==> src/rtl/harness_pkg.sv <==
// Purpose: shared types and constants for the benchmarking-harness stream sink.
// Latency: n/a (package only).
// Backpressure: n/a (package only).
package harness_pkg;

  typedef enum logic [1:0] {
    ST_IDLE = 2'd0,
    ST_RUN  = 2'd1,
    ST_DONE = 2'd2
  } harness_state_e;

  localparam int LFSR_W = 16;

  // Right-shifting Fibonacci form: feedback from bits 0,2,3,5 realises taps 16,14,13,11.
  localparam logic [LFSR_W-1:0] LFSR_TAPS = 16'h002D;

  localparam logic [LFSR_W-1:0] LFSR_DEFAULT_SEED = 16'hACE1;

endpackage

==> src/rtl/harness_lfsr.sv <==
// Purpose: 16-bit Fibonacci LFSR driving pseudo-random stall decisions.
// Latency: new state one cycle after load/enable; reset and load take the seed.
// Backpressure: none; free-running while enable is high.
module harness_lfsr
  import harness_pkg::*;
(
  input  logic              clk,
  input  logic              rst_n,
  input  logic              load,
  input  logic              enable,
  input  logic [LFSR_W-1:0] seed,
  output logic [LFSR_W-1:0] state
);

  logic feedback;

  assign feedback = ^(state & LFSR_TAPS);

  // Reload on reset or load, otherwise shift right one step per enabled cycle.
  always_ff @(posedge clk) begin
    if (!rst_n || load) begin
      state <= seed;
    end else if (enable) begin
      state <= {feedback, state[LFSR_W-1:1]};
    end
  end

endmodule

==> src/rtl/harness_sink.sv <==
// Purpose: AXI-Stream sink folding beat parity into a checksum, counting beats/cycles (stalls under HARNESS_SINK_STALL_EN).
// Latency: tready the cycle after start; checksum/beat_count/done update one cycle after each handshake.
// Backpressure: tready from registered state only; pseudo-random ~75% duty when HARNESS_SINK_STALL_EN is defined.
module harness_sink
  import harness_pkg::*;
#(
  parameter int                WIDTH     = 8,
  parameter int                CNT_WIDTH = 32,
  parameter logic [LFSR_W-1:0] LFSR_SEED = LFSR_DEFAULT_SEED
) (
  input  logic                 ap_clk,
  input  logic                 ap_rst_n,
  input  logic [WIDTH-1:0]     s_axis_tdata,
  input  logic                 s_axis_tvalid,
  output logic                 s_axis_tready,
  input  logic                 start,
  input  logic [CNT_WIDTH-1:0] expected_beats,
  output logic                 done,
  output logic                 checksum,
  output logic [CNT_WIDTH-1:0] beat_count,
  output logic [CNT_WIDTH-1:0] cycle_count
);

  // An all-zero seed would lock the stall LFSR; reject it at elaboration.
  if (LFSR_SEED == '0) begin : g_seed_chk
    $error("harness_sink: LFSR_SEED must be nonzero");
  end

  harness_state_e       state;
  logic [CNT_WIDTH-1:0] target;
  logic                 handshake;
  logic                 beat_parity;

  assign handshake   = s_axis_tvalid & s_axis_tready;
  assign beat_parity = ^s_axis_tdata;

`ifdef HARNESS_SINK_STALL_EN
  logic [LFSR_W-1:0] lfsr_q;

  harness_lfsr u_lfsr (
    .clk    (ap_clk),
    .rst_n  (ap_rst_n),
    .load   (start && (state != ST_RUN)),
    .enable (state == ST_RUN),
    .seed   (LFSR_SEED),
    .state  (lfsr_q)
  );

  assign s_axis_tready = (state == ST_RUN) && (lfsr_q[1:0] != 2'b00);
`else
  assign s_axis_tready = (state == ST_RUN);
`endif

  // Run-control FSM with the checksum and both counters as registered outputs.
  always_ff @(posedge ap_clk) begin
    if (!ap_rst_n) begin
      state       <= ST_IDLE;
      done        <= 1'b0;
      checksum    <= 1'b0;
      beat_count  <= '0;
      cycle_count <= '0;
      target      <= '0;
    end else begin
      case (state)
        ST_IDLE, ST_DONE: begin
          if (start) begin
            target      <= expected_beats;
            checksum    <= 1'b0;
            beat_count  <= '0;
            cycle_count <= '0;
            if (expected_beats == '0) begin
              state <= ST_DONE;
              done  <= 1'b1;
            end else begin
              state <= ST_RUN;
              done  <= 1'b0;
            end
          end
        end
        ST_RUN: begin
          cycle_count <= cycle_count + CNT_WIDTH'(1);
          if (handshake) begin
            checksum   <= checksum ^ beat_parity;
            beat_count <= beat_count + CNT_WIDTH'(1);
            if (beat_count == target - CNT_WIDTH'(1)) begin
              state <= ST_DONE;
              done  <= 1'b1;
            end
          end
        end
        default: state <= ST_IDLE;
      endcase
    end
  end

endmodule

==> config.mk <==
export PLATFORM = sky130hd
export DESIGN_NAME = harness_sink
export DESIGN_NICKNAME = d
export VERILOG_FILES = /design/src/rtl/harness_pkg.sv /design/src/rtl/harness_lfsr.sv /design/src/rtl/harness_sink.sv
export SDC_FILE = /design/constraint.sdc
export NUM_CORES = 1
export LEC_CHECK = 0
export CAP_MARGIN = 20
export CORE_MARGIN = 1.5
export CORE_UTILIZATION = 45
export CTS_BUF_LIST = sky130_fd_sc_hd__clkbuf_16
export DETAILED_ROUTE_END_ITERATION = 12
export DONT_BUFFER_PORTS = 1
export PLACE_DENSITY = 0.57
export SYNTH_ARGS = -nofsm -noshare
export SYNTH_HDL_FRONTEND = slang
export SYNTH_HIERARCHICAL = 1
export SYNTH_SLANG_ARGS = --single-unit
==> constraint.sdc <==
create_clock -name ap_clk -period 3.25 [get_ports ap_clk]
set_clock_uncertainty 0.05 [all_clocks]
set_input_delay 0.325 -clock ap_clk [delete_from_list [all_inputs] [get_ports ap_clk]]
set_output_delay 0.325 -clock ap_clk [all_outputs]
set_load 0.05 [all_outputs]
Yosys cells after proc, flatten, opt, wreduce, memory -nomap -nowiden

Cells that the tools add are included.

Add/subtract/negate cells: 3
$mul: 0
Div/mod/pow operators: 0
Magnitude comparators: 0
Equality and inequality tests: 6
Shifts and indexed selects: 0
Multiplexer cells: 17
Bitwise gates (word level): 2
Reductions and logical operators: 10

Operators with widths:

| operator              | number |
|---|---|
| $pmux 32 s2           | 2 |
| $add 32x1->32 const B | 2 |
| $mux 32               | 2 |
| $eq 32x32->1          | 1 |
| $logic_not 32->1      | 1 |
| $sub 32x1->32 const B | 1 |
| $mux 2                | 4 |
| $reduce_xor 8->1      | 1 |
| $mux 1                | 6 |
| $reduce_and 3->1      | 2 |
| $ne 2x1->1 const B    | 2 |
| $pmux 1 s2            | 2 |
| $pmux 2 s2            | 1 |
| $reduce_and 2->1      | 2 |
| $reduce_and 4->1      | 1 |
| $eq 2x1->1 const B    | 1 |
| $eq 2x2->1 const B    | 1 |
| $logic_not 2->1       | 1 |
| $ne 2x2->1 const B    | 1 |
| $reduce_bool 2->1     | 1 |
| $reduce_or 2->1       | 1 |
| $and 1x1->1           | 1 |
| $xor 1x1->1           | 1 |

Flip-flop bits (word level): 100
Latch bits: 0
Bits in writable memories: 0
Memory bits (read-only): 0
Input bits: 44
Output and inout bits: 67
Logic and storage cells: 44
Memories: 0

Depth between registers and ports, before layout

Gate-level depths: netlist (run 1).

Word-level depth: 5
Depth in mapped cells: 11
Depth with buffers taken out: 10

Worst setup path after synthesis (run 1)

No wires, ideal clock.

Kind: register to register
From: reg target[3]
To: reg state[0]
Library setup time: 128 ps
Data arrival time: 2,729 ps
Required time: 3,072 ps
Path slack: 343 ps
Cell stages (with the launch flop): 12
Path buffers: 3
Clock period less this slack: 2,907 ps
Path through: dfxtp_1 > buf_6 > or4_4 > buf_6 > or4_4 > buf_6 > a21o_1 > o21a_1 > nor4b_2 > nand2_1 > nor4_2 > a31oi_1

Cells in the longest elaborated chain, start to end: 4

RTL lines:

| element                    | line               | text |
|---|---|---|
| start: declaration         | harness_sink.sv:30 | `logic [CNT_WIDTH-1:0] target;` |
| start signal: assignment   | harness_sink.sv:67 | `target <= expected_beats;` |
| $sub 32x1->32              | harness_sink.sv:85 | `if (beat_count == target - CNT_WIDTH'(1)) begin` |
| $eq 32x32->1               | harness_sink.sv:85 |  |
| $ne 2x1->1 (no line)       | --                 |  |
| $reduce_and 3->1 (no line) | --                 |  |
| end signal: assignment     | harness_sink.sv:75 | `state <= ST_RUN;` |
| end signal: assignment     | harness_sink.sv:86 | `state <= ST_DONE;` |
| end signal: assignment     | harness_sink.sv:91 | `default: state <= ST_IDLE;` |
| end: declaration           | harness_sink.sv:29 | `harness_state_e state;` |

No other way between the ends.
A chain may end at the register's enable or synchronous reset.

Worst setup path in the final report (run 1)

Ends and elaborated chain as after synthesis.

==> reports/results.tsv, run 1 <==
stage	metric	value	unit
logic_synthesis	Post-Syn Instances	713	
finish	final non-filler cell total	920	
logic_synthesis	FF+latch count, synth	100	
placed_design	GPL Wtd Cong	0.9660	
critical_path	crit path max fanout	9	
status	status	complete, no violations	
timing	final hold viol count	0	
power	combinational share of power	15.1	%
critical_path	arrival time of the worst setup path	3.25	ns
timing	unrepaired setup endpoints after global routing	no	
placed_design	dpl hpwl	11620	um
finish	number of diodes	0	
worst_hold_path	HP Start	s_axis_tvalid	
grt	gr usage total	23.50	%
floorplanning	Placement Rows	41	
finish	most common cell after layout, fill and taps aside	nand2_1	
clocking	deepest clock path buffer count	2	
power	NetSw	0.7978	mW
clocking	CTS sink cnt	100	
finish	Syn-to-layout area delta	14.32	%
critical_path	RR Startpoint	target[3]$_SDFFE_PN0P_	
run	MaxCap Viol Count	0	
finish	fin area	6543	sq um
routing	drt total wl	15500	um
logic_synthesis	post-synth cell types	58	
critical_path	Crit path required time	3.43	ns
timing	Worst-Margin Slew	0.8319	ns
power	total internal power	2.177	mW
logic_synthesis	top_reg_cell synth	dfxtp_1	
floorplanning	Initial Util	45.72	%
timing	Fmax	325.8	MHz
clocking	Reg clk slew, reported paths	0.07	ns
grt	antenna violations before repair	0	
power	Leak	2.460	nW
timing	Slew headroom	44.46	%
critical_path	startpoint types	register	
finish	layout cells sized above 1	12.03	%
power	power density over the cells	454.7	nW/um^2
critical_path	classification of the worst setup path	register to register	
placed_design	number of buffers added on ports	0	
logic_synthesis	post-synthesis instance area	5723	sq um
logic_synthesis	Yosys warnings	6	
clocking	postcts setup bufs	0	
logic_synthesis	Async S/R FF share, synth	0	%
logic_synthesis	post-synth net total	760	
power	Clock Power Share	40.7	%
routing	DRT Pass-1 Iters	5	
clocking	Num CTS Buffers	9	
timing	Max Slew Vio Count	0	
clocking	clk root buf	clkbuf_16	
clocking	H-tree depth	3	
finish	nets	791	
critical_path	Crit. End Element	register	
timing	Final setup viols	0	
routing	Via density	5.732	
grt	largest net degree at the start of global routing	72	
placed_design	Inst Count DP	905	
routing	wire per inst	16.85	um
logic_synthesis	number of flops mapped to enable cells by yosys	0	
grt	vias in the first global route	4893	
floorplanning	Die Wd	115.8	um
finish	most frequent cells in the layout	122 x nand2_1, 100 x dfxtp_1, 58 x nor2_1, 56 x buf_4, 45 x xnor2_1	
floorplanning	DIE AREA	13400	sq um
floorplanning	Ports	111	
logic_synthesis	Avg Inst Size Synth	8.027	sq um
floorplanning	Core Area	12520	sq um
routing	routed via count	5273	
finish	fillers	1220	
clocking	worst skew pair latency	0.35	ns
power	Switching Fraction	26.82	%
timing	setup_tns	0	ns
logic_synthesis	Seq/Total Area, Yosys	34.98	%
routing	drt drc	0	
grt	first-pass GRT wire length	24560	um
routing	antenna-violating nets left	0	
timing	final hold slack	0.02578	ns
placed_design	dpl cell area	6197	sq um
grt	Remaining Overflow, GRT	0	
clocking	Post-CTS Hold Fix Bufs	0	
worst_hold_path	Hold/Removal Path Class	input pin to register	
timing	final period utilization	94.45	%
critical_path	Worst setup startpoint	target[3]$_SDFFE_PN0P_	
clocking	CTS tree	done	
power	share of power burned in registers	44.2	%
floorplanning	die height	115.8	um
timing	minimum clock period	3.070	ns
power	Worst VDD drop	209.2	uV
routing	DRT iter0 DRCs	273	
==> cell usage after synthesis, types with 12 or more instances <==
| cell | number | area share [%] |
|---|---|---|
| xor2_1 | 33 | 5.1 |
| nor4_1 | 25 | 2.7 |
| a21boi_0 | 38 | 5.0 |
| nor3_1 | 14 | 1.2 |
| dfxtp_1 | 100 | 35 |
| nand2_1 | 122 | 8.0 |
| xnor2_1 | 45 | 6.9 |
| clkbuf_1 | 31 | 2.0 |
| and3_1 | 21 | 2.3 |
| and2_1 | 20 | 2.2 |
| or3_1 | 12 | 1.3 |
| nand4_1 | 16 | 1.7 |
| nand3_1 | 24 | 2.1 |
| o21ai_0 | 20 | 1.7 |
| nor2_1 | 58 | 3.8 |
==> through the flow <==
step	power, mW	setup slack [ns]	util, %
floorplan	1.689	0.3434	-
global placement	1.771	0.2258	49.51
detailed placement	1.780	0.1009	49.51
CTS	2.989	0.07068	52.15
global route	3.092	0.06306	52.27
finish	2.975	0.1803	52.27
==> cells by family after synthesis <==
logic type	share of synthesized area, %
and+or+nand+nor	31.59
AOI/OAI and AO/OA	15.65
DFF	34.98
xor gates and xnor gates	11.94
buffers and inverters	3.236
muxes	1.946
adders and majority gates	0.6560
==> area by class of cell <==
class,instances,area (sq um),share of cell area [%]
inverter,5,18.77,0.2869
sequential,100,2002,30.60
clock buffer,9,225.2,3.442
timing repair buffer,56,420.4,6.426
multi-input combinational,572,3556,54.35
clock inverter,6,105.1,1.606
tap,172,215.2,3.289
==> routing by layer <==
layer  vias to the layer above  GRT usage (%)  wire length, um
met1                      2514          29.50             6719
met5                         -              0                0
met4                         0          10.16              356
met3                        27          5.753              964
li1                       2589              -                -
met2                       143          38.43             7461
==> power groups by stage <==
stage | logic (mW) | registers, mW | clock network (mW)
after floorplan | 0.359 | 1.33 | 0
final | 0.449 | 1.31 | 1.21
after CTS | 0.442 | 1.31 | 1.23
after global placement | 0.432 | 1.34 | 0
after global routing | 0.497 | 1.32 | 1.28
after detailed placement | 0.439 | 1.34 | 0
==> final timing paths <==
check,endpoint,slack [ns],depth (start not counted)
worst max register to register,state[0]$_SDFFE_PN0P_,0.18,8
worst min register to register,target[31]$_SDFFE_PN0P_,0.43,2
worst min-delay path,state[0]$_SDFFE_PN0P_,0.03,1
worst max-delay path,state[0]$_SDFFE_PN0P_,0.18,8
==> repair_timing <==
item,4_1_cts,5_1_grt
endpoints found under the hold margin,0,0
resized for setup,0,4
setup endpoints to repair,0,3
==> critical path, stage by stage (launching register included) <==
cell,delay (ns)
dfxtp_1,0.40
or4_4,0.63
or4_4,0.59
a2111oi_1,0.46
o22ai_1,0.17
nor3_1,0.17
nand3_1,0.15
nor4_4,0.22
a31oi_1,0.13
==> flip-flops by register name (all words and copies together), names as in the netlist <==
name / count
state: 2
checksum: 1
beat_count: 32
cycle_count: 32
target: 32
done: 1
Note: power is estimated with default switching activity, not from simulation.
==> run 2: changes to the inputs <==
--- a/config.mk
+++ b/config.mk
@@ -12,6 +12,7 @@
 export DETAILED_ROUTE_END_ITERATION = 12
 export DONT_BUFFER_PORTS = 1
 export PLACE_DENSITY = 0.57
+export SLEW_MARGIN = 20
 export SYNTH_ARGS = -nofsm -noshare
 export SYNTH_HDL_FRONTEND = slang
 export SYNTH_HIERARCHICAL = 1
==> results of run 2 <==
No change in the layout: final DEF, timing and power equal those of run 1.
